### src/rtl/lsu_mem_master_if.sv
// Pipeline-side request/response handshake plus the word-wide data memory port.
// No storage of its own; signals pass straight through between the two modports.
// Requests wait on req_ready and responses wait on resp_ready; the memory port has no backpressure.
interface lsu_mem_master_if;
    logic        req_valid;
    logic        req_ready;
    logic        req_write;
    logic [1:0]  req_size;
    logic        req_unsigned;
    logic [31:0] req_addr;
    logic [31:0] req_wdata;
    logic        resp_valid;
    logic        resp_ready;
    logic [31:0] resp_rdata;
    logic        resp_err;
    logic [31:0] mem_address;
    logic [31:0] mem_writedata;
    logic        mem_memread;
    logic        mem_memwrite;
    logic [31:0] mem_readdata;

    // Load/store unit side
    modport master (
        input  req_valid, req_write, req_size, req_unsigned, req_addr, req_wdata,
        input  resp_ready, mem_readdata,
        output req_ready, resp_valid, resp_rdata, resp_err,
        output mem_address, mem_writedata, mem_memread, mem_memwrite
    );

    // Pipeline and memory side
    modport slave (
        output req_valid, req_write, req_size, req_unsigned, req_addr, req_wdata,
        output resp_ready, mem_readdata,
        input  req_ready, resp_valid, resp_rdata, resp_err,
        input  mem_address, mem_writedata, mem_memread, mem_memwrite
    );
endinterface

### src/rtl/lsu_mem_master.sv
// Load/store master: aligned byte/half/word accesses to a word-only memory, read-modify-write for sub-word stores.
// Latency from acceptance: error 1 cycle, load or word store 2, sub-word store 3.
// One request in flight; req_ready only in IDLE, and the response is held until resp_ready.
module lsu_mem_master #(
    parameter int unsigned MEM_WORDS = 128
) (
    input  logic               clk,
    input  logic               rst_n,
    lsu_mem_master_if.master   bus
);

    typedef enum logic [1:0] {IDLE, ACCESS, MERGE, RESP} state_t;

    state_t      state_q, state_d;
    logic        write_q, uns_q, err_q;
    logic [1:0]  size_q;
    logic [31:0] addr_q, wdata_q, word_q;
    logic        req_err, sub_store;
    logic [7:0]  lane_b;
    logic [15:0] lane_h;
    logic [31:0] merged, load_ext;

    // Legality of the incoming request, evaluated at acceptance only
    always_comb begin
        case (bus.req_size)
            2'b00:   req_err = 1'b0;
            2'b01:   req_err = bus.req_addr[0];
            2'b10:   req_err = |bus.req_addr[1:0];
            default: req_err = 1'b1;
        endcase
        if ({2'b00, bus.req_addr[31:2]} >= MEM_WORDS) req_err = 1'b1;
    end

    assign sub_store = write_q && (size_q != 2'b10);

    // State register
    always_ff @(posedge clk) begin
        if (!rst_n) state_q <= IDLE;
        else        state_q <= state_d;
    end

    // Request latch and read-word capture; cleared on reset so a pending response is dropped
    always_ff @(posedge clk) begin
        if (!rst_n) begin
            write_q <= 1'b0;
            uns_q   <= 1'b0;
            err_q   <= 1'b0;
            size_q  <= 2'b00;
            addr_q  <= 32'h0;
            wdata_q <= 32'h0;
            word_q  <= 32'h0;
        end else begin
            if (state_q == IDLE && bus.req_valid) begin
                write_q <= bus.req_write;
                uns_q   <= bus.req_unsigned;
                err_q   <= req_err;
                size_q  <= bus.req_size;
                addr_q  <= bus.req_addr;
                wdata_q <= bus.req_wdata;
            end
            if (state_q == ACCESS && !(write_q && size_q == 2'b10)) word_q <= bus.mem_readdata;
        end
    end

    // Next-state selection
    always_comb begin
        state_d = state_q;
        case (state_q)
            IDLE:    if (bus.req_valid) state_d = req_err ? RESP : ACCESS;
            ACCESS:  state_d = sub_store ? MERGE : RESP;
            MERGE:   state_d = RESP;
            RESP:    if (bus.resp_ready) state_d = IDLE;
            default: state_d = IDLE;
        endcase
    end

    // Lane extraction for loads and lane replacement for sub-word stores
    always_comb begin
        lane_b = word_q[{addr_q[1:0], 3'b000} +: 8];
        lane_h = word_q[{addr_q[1], 4'b0000} +: 16];
        merged = word_q;
        case (size_q)
            2'b00:   merged[{addr_q[1:0], 3'b000} +: 8] = wdata_q[7:0];
            2'b01:   merged[{addr_q[1], 4'b0000} +: 16] = wdata_q[15:0];
            default: merged = word_q;
        endcase
        case (size_q)
            2'b00:   load_ext = uns_q ? {24'h0, lane_b} : {{24{lane_b[7]}}, lane_b};
            2'b01:   load_ext = uns_q ? {16'h0, lane_h} : {{16{lane_h[15]}}, lane_h};
            default: load_ext = word_q;
        endcase
    end

    // Outputs decoded from state; memory enables are gated by rst_n so a reset edge never writes
    always_comb begin
        bus.req_ready     = (state_q == IDLE);
        bus.resp_valid    = 1'b0;
        bus.resp_rdata    = 32'h0;
        bus.resp_err      = 1'b0;
        bus.mem_address   = 32'h0;
        bus.mem_writedata = 32'h0;
        bus.mem_memread   = 1'b0;
        bus.mem_memwrite  = 1'b0;
        case (state_q)
            ACCESS: begin
                bus.mem_address = {addr_q[31:2], 2'b00};
                if (write_q && size_q == 2'b10) begin
                    bus.mem_memwrite  = rst_n;
                    bus.mem_writedata = wdata_q;
                end else begin
                    bus.mem_memread = rst_n;
                end
            end
            MERGE: begin
                bus.mem_address   = {addr_q[31:2], 2'b00};
                bus.mem_memwrite  = rst_n;
                bus.mem_writedata = merged;
            end
            RESP: begin
                bus.resp_valid = 1'b1;
                bus.resp_err   = err_q;
                bus.resp_rdata = (err_q || write_q) ? 32'h0 : load_ext;
            end
            default: ;
        endcase
    end

endmodule

### src/flat_wrapper.sv
// flat-port wrapper written by rule: the top's interface ports become plain ports
module lsu_mem_master_flat 
#(
    parameter int unsigned MEM_WORDS = 128
)
  (clk, rst_n, bus_req_valid, bus_req_write, bus_req_size, bus_req_unsigned, bus_req_addr, bus_req_wdata, bus_resp_ready, bus_mem_readdata, bus_req_ready, bus_resp_valid, bus_resp_rdata, bus_resp_err, bus_mem_address, bus_mem_writedata, bus_mem_memread, bus_mem_memwrite);
  lsu_mem_master_if bus_i ();
  input  logic clk;
  input  logic rst_n;
  input wire logic [$bits(bus_i.req_valid)-1:0] bus_req_valid;
  input wire logic [$bits(bus_i.req_write)-1:0] bus_req_write;
  input wire logic [$bits(bus_i.req_size)-1:0] bus_req_size;
  input wire logic [$bits(bus_i.req_unsigned)-1:0] bus_req_unsigned;
  input wire logic [$bits(bus_i.req_addr)-1:0] bus_req_addr;
  input wire logic [$bits(bus_i.req_wdata)-1:0] bus_req_wdata;
  input wire logic [$bits(bus_i.resp_ready)-1:0] bus_resp_ready;
  input wire logic [$bits(bus_i.mem_readdata)-1:0] bus_mem_readdata;
  output wire logic [$bits(bus_i.req_ready)-1:0] bus_req_ready;
  output wire logic [$bits(bus_i.resp_valid)-1:0] bus_resp_valid;
  output wire logic [$bits(bus_i.resp_rdata)-1:0] bus_resp_rdata;
  output wire logic [$bits(bus_i.resp_err)-1:0] bus_resp_err;
  output wire logic [$bits(bus_i.mem_address)-1:0] bus_mem_address;
  output wire logic [$bits(bus_i.mem_writedata)-1:0] bus_mem_writedata;
  output wire logic [$bits(bus_i.mem_memread)-1:0] bus_mem_memread;
  output wire logic [$bits(bus_i.mem_memwrite)-1:0] bus_mem_memwrite;
  assign bus_i.req_valid = bus_req_valid;
  assign bus_i.req_write = bus_req_write;
  assign bus_i.req_size = bus_req_size;
  assign bus_i.req_unsigned = bus_req_unsigned;
  assign bus_i.req_addr = bus_req_addr;
  assign bus_i.req_wdata = bus_req_wdata;
  assign bus_i.resp_ready = bus_resp_ready;
  assign bus_i.mem_readdata = bus_mem_readdata;
  assign bus_req_ready = bus_i.req_ready;
  assign bus_resp_valid = bus_i.resp_valid;
  assign bus_resp_rdata = bus_i.resp_rdata;
  assign bus_resp_err = bus_i.resp_err;
  assign bus_mem_address = bus_i.mem_address;
  assign bus_mem_writedata = bus_i.mem_writedata;
  assign bus_mem_memread = bus_i.mem_memread;
  assign bus_mem_memwrite = bus_i.mem_memwrite;
  lsu_mem_master #(.MEM_WORDS(MEM_WORDS)) u_core (.clk(clk), .rst_n(rst_n), .bus(bus_i));
endmodule
### config.mk
export PLATFORM = sky130hd
export DESIGN_NAME = lsu_mem_master_flat
export DESIGN_NICKNAME = d
export VERILOG_FILES = /design/src/rtl/lsu_mem_master_if.sv /design/src/rtl/lsu_mem_master.sv /design/src/flat_wrapper.sv
export SDC_FILE = /design/constraint.sdc
export NUM_CORES = 1
export LEC_CHECK = 0
export ABC_AREA = 1
export ABC_CLOCK_PERIOD_IN_PS = 6210
export CAP_MARGIN = 20
export CORE_MARGIN = 5
export CORE_UTILIZATION = 35
export DETAILED_ROUTE_END_ITERATION = 12
export GPL_TIMING_DRIVEN = 0
export PLACE_DENSITY = 0.73
export SLEW_MARGIN = 30
export SYNTH_ARGS = -nofsm -noshare
export SYNTH_HDL_FRONTEND = slang
export SYNTH_SLANG_ARGS = --single-unit
### constraint.sdc
create_clock -name clk -period 6.21 [get_ports clk]
set_input_delay 1.242 -clock clk [delete_from_list [all_inputs] [get_ports clk]]
set_output_delay 1.242 -clock clk [all_outputs]
set_load 0.03 [all_outputs]
==> impl_results.md, run 1 <==
* Outcome: finished, final reports clean
* CTS tree: done
* F_max at 198 MHz
* CTS Buf Count at 9
* Fin Clk Skew at slightly above 0.008 ns
* Startpoint Class: flop
* Num rows at 49
* Leak Pwr at approximately 3.5 nW
* Clock sinks at between 100 and 150
* Largest net degree at the start of global routing at 17
* DR pass1 iterations at 6
* Worst slew margin at 51.6%
* Arr. time, crit path at ~3.8 ns
* Hold Buf Count CTS at 0
* Post-detail-place hpwl at 21200 um
* Synth warn at 0
* Synth top area share at 32.9%
* Final slew viol count at 0
* Clk_lat worst skew at between 0.3 and 0.4 ns
* Critical Path End Type: output port
* Final-stage net count at roughly 1400
* GP Congestion at 0.975
* Via Count at ~8000
* Setup violations, final at 0
* Area Overhead vs Synth at 40.9%
* Die width at approximately 140 um
* Routed length per instance at between 15 and 20 um
* Hold Violations, Final at 0
* Hold Path Class: flop to flop
* DRC violations left at 0
* Crit Path Category: flop to output port
* Area leader, netlist: dfxtp_1
* Final Cycle Share at 81.5%
* Via/cell ratio at approximately 5.3
* Reg2reg end: u_core.uns_q$_SDFFE_PN0P_
* Clock Path Buffers at 2
* Detailed Route Iter0 Violations at between 800 and 900
* Post-synthesis sequential area ratio at between 30% and 40%
* Worst endpoint required time at ~5 ns
* # diodes at 0
* Final WL at ~27000 um
* Yosys reg bits at just over 100
* Share of post-route cells with drive strength above 1 at 2.99%
* Levels on crit path at 11
* CP max stage delay at between 0.6 and 0.7 ns
* Die Area at between 20000 and 25000 um^2
* Delay-heaviest family, CP: buffers and inverters
* CP Max Fanout at 12
* CP startpoint: u_core.addr_q[1]$_SDFFE_PN0P_
* Syn avg cell area at 5.95 um^2
* Most frequent cells in the layout: 244 x nor2_1, 201 x clkdlybuf4s50_1, 178 x nand2_1, 160 x o21ai_0, 110 x a21oi_1
* Worst Setup EP: bus_mem_writedata[28]
* Critical Path, Cell by Cell: clkinv_1, clkbuf_1, buf_2, ha_1, inv_1, clkbuf_1, nand3_1, o21ai_0, nand3_1, a21oi_1, clkdlybuf4s50_1
* GRT Resource Usage Total at 25.8%
* IO Pins at slightly above 200
* DRT antenna net count at 0
* Clk slew on worst S/H paths at ~0.070 ns
* Fillers at ~1900
* Core Box Area at between 15000 and 20000 um^2
* Final Power at 3.94 mW
* Commonest non-fill, non-tap cell in the layout: nor2_1
* Initial antenna violation count at 0
* Die Span Y at 144 um
* GRT overflow at 0
* Max Cap Viol at 0
* RR Startpoint: u_core.state_q[0]$_SDFFE_PN0P_
* Peak supply drop at between 0.2 and 0.25 mV
* Post-route setup TNS at 0 ns
* IO buf count at approximately 200
* Netlist Area Pre-Place at ~6300 um^2
* Post-CTS sizing at 0
* Final Util at approximately 50%
* CTS HTree Levels at 3
* Fin crit period at slightly above 5 ns
* Post-CTS Setup Repair Bufs at 0
* Worst reg2reg path depth at 7
* Vias in the first global route at roughly 7600
* RSZ-0062 raised after global routing: no
* PD cells at between 400 and 500 nW/um^2
* Worst-Margin Slew at 0.727 ns
* CP max stage cell: clkdlybuf4s50_1
* Unique cell type count in the Yosys netlist at 21
* CP Buf/Inv Count at 6
* Starting Density at around a third
* Synth top area cells: dfxtp_1 33%, nor2_1 15%, o21ai_0 13%
* Worst R2R Setup Slack at 4.14 ns
* Gate count after technology mapping at ~1100
* First-pass GRT wire length at about 41000 um
* CTS Root Buffer Type: clkbuf_16
## report_power, final
part	total, mW	internal (mW)	leakage [nW]	switching [mW]
combinational	2.27	0.734	2.51	1.54
sequential	1.13	0.881	0.850	0.248
clock	0.540	0.273	0.126	0.268
## worst min-delay path by stage
stage	start	endpoint	slack, ns	cells after the start
floorplan	u_core.addr_q[10]$_SDFFE_PN0P_	u_core.addr_q[10]$_SDFFE_PN0P_	0.45	2
global placement	u_core.addr_q[5]$_SDFFE_PN0P_	u_core.addr_q[5]$_SDFFE_PN0P_	0.46	2
detailed placement	u_core.addr_q[27]$_SDFFE_PN0P_	u_core.addr_q[27]$_SDFFE_PN0P_	0.47	2
CTS	u_core.addr_q[27]$_SDFFE_PN0P_	u_core.addr_q[27]$_SDFFE_PN0P_	0.49	2
global route	u_core.addr_q[27]$_SDFFE_PN0P_	u_core.addr_q[27]$_SDFFE_PN0P_	0.51	2
finish	u_core.wdata_q[19]$_SDFFE_PN0P_	u_core.wdata_q[19]$_SDFFE_PN0P_	0.48	2
## cells in the mapped netlist
cell type and number:
buf_2 16, nor2_4 1, o21ai_0 160, buf_4 2, nor2_1 244, dfxtp_1 103
clkbuf_1 48, nand4_1 1, buf_1 5, nand2_2 2, nand3_1 67, nor3_1 1
inv_2 3, clkinv_1 1, inv_1 75, nand2_1 178, o22ai_1 1, a21oi_1 110
conb_1 1, o211ai_1 26, ha_1 9
## logic make-up after synthesis
| kind of cell | after synthesis | synth area share, % |
|---|---|---|
| AOI/OAI and AO/OA | 297 | 24.7 |
| buffers and inverters | 150 | 9.41 |
| adders and majority gates | 9 | 1.79 |
| other | 1 | 0.0598 |
| DFF | 103 | 32.9 |
| and+or+nand+nor | 494 | 31.1 |
## final cells by class
| cell class | instances | area, um^2 | area share (%) |
|---|---|---|---|
| multi-input cells | 802 | 3630 | 41.0 |
| inverters | 79 | 297 | 3.35 |
| plain buffers | 71 | 294 | 3.32 |
| well taps | 229 | 287 | 3.24 |
| clock buffers | 11 | 233 | 2.63 |
| flip-flops and latches | 103 | 2060 | 23.3 |
| repair buffers | 201 | 2010 | 22.7 |
| clock inverters | 5 | 33.8 | 0.382 |
## layer usage
| metal | vias to the layer above | wire length (um) | global-route usage [%] | part of all wire, % |
|---|---|---|---|---|
| li1 | 3867 | - | - | - |
| met1 | 3592 | 10700 | 32.0 | 39 |
| met2 | 473 | 12300 | 41.2 | 45 |
| met3 | 81 | 3180 | 8.25 | 12 |
| met4 | 0 | 1090 | 10.5 | 4.0 |
| met5 | - | 0 | 0 | 0 |
## through the flow
| step | setup WS, ns | hold WS [ns] | area (um^2) | instances |
|---|---|---|---|---|
| finish | 1.15 | 0.485 | 8840 | 1501 |
| global placement | 1.61 | 0.462 | 8580 | 1485 |
| floorplan | 2.61 | 0.455 | 6280 | 1055 |
| detailed placement | 1.63 | 0.472 | 8580 | 1485 |
| global route | 0.897 | 0.507 | 8840 | 1501 |
| CTS | 1.23 | 0.489 | 8840 | 1501 |
## sequential cells by signal, summed over array words and instances (netlist names)
signal and flops:
u_core.err_q 1, u_core.addr_q 32, u_core.wdata_q 32, u_core.size_q 2
u_core.word_q 32, u_core.state_q 2, u_core.write_q 1, u_core.uns_q 1
## tightest hold or removal path, delay by kind of cell, from the launching register on
| kind | cells | cell delay [ns] |
|---|---|---|
| flip-flops | 1 | 0.33 |
| AND/OR/NAND/NOR | 2 | 0.13 |
Power figures use the tool's default switching activity.
==> run 2, diff against run 1 <==
- ABC_CLOCK_PERIOD_IN_PS: 6210 -> 4820
- clock period: 6.21 -> 4.82 ns (I/O delays scaled with it)
==> run 2 against run 1 <==
Clock skew rose by 0.00083 ns. Register-to-register slack got worse by 1.4 ns. Via count rose by 0.41%. Largest cell class unchanged. Routed wire length rose by 0.20%. Global-route usage did not move.
==> impl_results.md, run 2 (synthesized netlist as in run 1, its figures left out) <==
* Outcome: finished, final reports clean (unchanged)
* CP Buf/Inv Count at 6 (unchanged)
* Clk_lat worst skew at 0.36 ns (about the same)
* Hold Buf Count CTS at 0 (unchanged)
* Fin Clk Skew at 0.00912 ns (was 0.00829 ns)
* Cells on Worst Hold Path at 2 (unchanged)
* Worst reg2reg path depth at 7 (unchanged)
* Largest net degree at the start of global routing at 17 (unchanged)
* Final Power at 5.08 mW (was 3.94 mW)
* Clock sinks at 103 (unchanged)
* Final-stage net count at 1380 (unchanged)
* RSZ-0062 raised after global routing: no (unchanged)
* DRT antenna net count at 0 (unchanged)
* Hold Startpoint: u_core.wdata_q[19]$_SDFFE_PN0P_ (unchanged)
* Worst endpoint required time at 3.86 ns (was 4.97 ns)
* Max Cap Viol at 0 (unchanged)
* Area Overhead vs Synth at 41.1% (was 40.9%)
* Worst slew margin at 51.7% (was 51.6%)
* Die Span Y at 144 um (unchanged)
* RR Startpoint: u_core.state_q[0]$_SDFFE_PN0P_ (unchanged)
* Most frequent cells in the layout: 243 x nor2_1, 198 x clkdlybuf4s50_1, 178 x nand2_1, 160 x o21ai_0, 110 x a21oi_1 (was 244 x nor2_1, 201 x clkdlybuf4s50_1, 178 x nand2_1, 160 x o21ai_0, 110 x a21oi_1)
* Num rows at 49 (unchanged)
* Peak supply drop at 0.302 mV (was 0.234 mV)
* Vias in the first global route at 7566 (unchanged)
* Critical Path, Cell by Cell: clkinv_1, clkbuf_1, buf_2, ha_1, buf_1, clkbuf_2, nand3_1, o211ai_1, nand3_1, a21oi_1, clkdlybuf4s50_1 (was clkinv_1, clkbuf_1, buf_2, ha_1, inv_1, clkbuf_1, nand3_1, o21ai_0, nand3_1, a21oi_1, clkdlybuf4s50_1)
* Share of post-route cells with drive strength above 1 at 3.22% (was 2.99%)
* Initial antenna violation count at 0 (unchanged)
* Detailed Route Iter0 Violations at 865 (was 843)
* Fillers at 1881 (was 1882)
* Placed Area at 8580 um^2 (unchanged)
* CTS HTree Levels at 3 (unchanged)
* PD cells at 574 nW/um^2 (was 446 nW/um^2)
* IO Pins at 205 (unchanged)
* Die width at 144 um (unchanged)
* Post-route setup TNS at 0 ns (unchanged)
* CTS Buf Count at 9 (unchanged)
* Hold EP: u_core.wdata_q[19]$_SDFFE_PN0P_ (unchanged)
* Final Cycle Share at a little over nine tenths
* CP max stage delay at 0.72 ns (was 0.69 ns)
* Commonest non-fill, non-tap cell in the layout: nor2_1 (unchanged)
* Via Count at 8046 (was 8013)
* Hold Path Class: flop to flop (unchanged)
* GRT overflow at 0 (unchanged)
* Worst R2R Setup Slack at 2.75 ns (was 4.14 ns)
* CP max stage cell: clkdlybuf4s50_1 (unchanged)
* CTS tree: done (unchanged)
* Starting Density at 35.3% (unchanged)
* Finished Cell Area at 8860 um^2 (was 8840 um^2)
* Via/cell ratio at 5.36 (was 5.34)
* First-pass GRT wire length at 41200 um (unchanged)
* Fin crit period at between 4 and 5 ns
* Clock Path Buffers at 2 (unchanged)
* Worst-Margin Slew at 0.724 ns (was 0.727 ns)
* CTS Root Buffer Type: clkbuf_16 (unchanged)
* Leak Pwr at 3.55 nW (was 3.49 nW)
* Critical Path End Type: output port (unchanged)
* CP Max Fanout at 12 (unchanged)
* Crit Path Category: flop to output port (unchanged)
* Final WL at 27300 um (about the same)
* Final slew viol count at 0 (unchanged)
* GRT Resource Usage Total at 25.8% (unchanged)
* Setup violations, final at 0 (unchanged)
* Clk slew on worst S/H paths at 0.07 ns (about the same)
* # diodes at 0 (unchanged)
* Post-detail-place hpwl at 21200 um (unchanged)
* GP Congestion at 0.975 (unchanged)
* DR pass1 iterations at 6 (unchanged)
* Delay-heaviest family, CP: buffers and inverters (unchanged)
* F_max at roughly 220 MHz
* Routed length per instance at 18.2 um (about the same)
* WHS at 0.484 ns (was 0.485 ns)
* Reg2reg end: u_core.uns_q$_SDFFE_PN0P_ (unchanged)
* Top cell by count, worst path: nand3_1
* Startpoint Class: flop (unchanged)
* IO buf count at 201 (unchanged)
* Core Box Area at 17800 um^2 (unchanged)
* Largest regs: u_core.addr_q (32), u_core.wdata_q (32), u_core.word_q (32) (unchanged)
* Arr. time, crit path at 3.64 ns (was 3.82 ns)
* DRC violations left at 0 (unchanged)
* Die Area at 20700 um^2 (unchanged)
* Hold Violations, Final at 0 (unchanged)
[run 2: changes by cell type in the layout (fill, tap and decap cells not counted)]
cell             delta
clkbuf_1            -2
clkbuf_2            +2
clkdlybuf4s50_1     -3
dlymetal6s2s_1      +3
nor2_1              -1
nor2_2              +1
[run 2: per-stage QoR]
step	setup WS [ns]	util, %	instances
finish	0.214	49.8	1501
detailed placement	0.515	48.2	1485
global route	0.00726	49.8	1501
global placement	0.500	48.2	1485
CTS	0.115	49.7	1501
floorplan	1.50	-	1055
[run 2: area by class of cell]
class | count | area (um^2) | area share [%]
clock inverters | 5 | 33.8 | 0.381
repair buffers | 201 | 2020 | 22.8
plain buffers | 71 | 297 | 3.35
multi-input cells | 802 | 3630 | 41.0
flip-flops and latches | 103 | 2060 | 23.3
clock buffers | 11 | 233 | 2.63
inverters | 79 | 297 | 3.35
well taps | 229 | 287 | 3.23
[run 2: worst register-to-register path: cells and delay by family, from the launching register on]
family                   cells  cell delay (ns)
flip-flops                   1             0.41
AO/OA/AOI/OAI                2             0.30
adder cells (fa/ha/maj)      1             0.26
buffers and inverters        3             0.93
AND/OR/NAND/NOR              1             0.10
[run 2: metal layers]
metal | track usage (%) | vias up | wire [um]
met5 | 0 | - | 0
met4 | 10.5 | 0 | 1030
met3 | 8.25 | 79 | 3300
met2 | 41.2 | 496 | 12300
met1 | 32.0 | 3607 | 10700
li1 | - | 3864 | -
[run 2: where the power goes]
part,total [mW],switching (mW),internal (mW)
Clock,0.695,0.343,0.351
Sequential,1.45,0.318,1.13
Combinational,2.94,1.99,0.948
Total,5.08,2.65,2.43
[run 2: worst max-delay path by stage]
stage | start | to | slack, ns | cells after the start
2_1_floorplan | u_core.addr_q[1]$_SDFFE_PN0P_ | bus_mem_writedata[6] | 1.50 | 10
3_3_place_gp | u_core.addr_q[1]$_SDFFE_PN0P_ | bus_mem_writedata[27] | 0.50 | 11
3_5_place_dp | u_core.addr_q[1]$_SDFFE_PN0P_ | bus_mem_writedata[27] | 0.51 | 11
4_1_cts | u_core.addr_q[1]$_SDFFE_PN0P_ | bus_mem_writedata[28] | 0.12 | 11
5_1_grt | u_core.addr_q[1]$_SDFFE_PN0P_ | bus_mem_writedata[27] | 0.007 | 11
6_report | u_core.addr_q[1]$_SDFFE_PN0P_ | bus_mem_writedata[7] | 0.21 | 11
[run 2: repair_timing]
item	in CTS	in global routing
buffers inserted	0	0
setup endpoints to repair	0	20
gates resized for setup	0	8
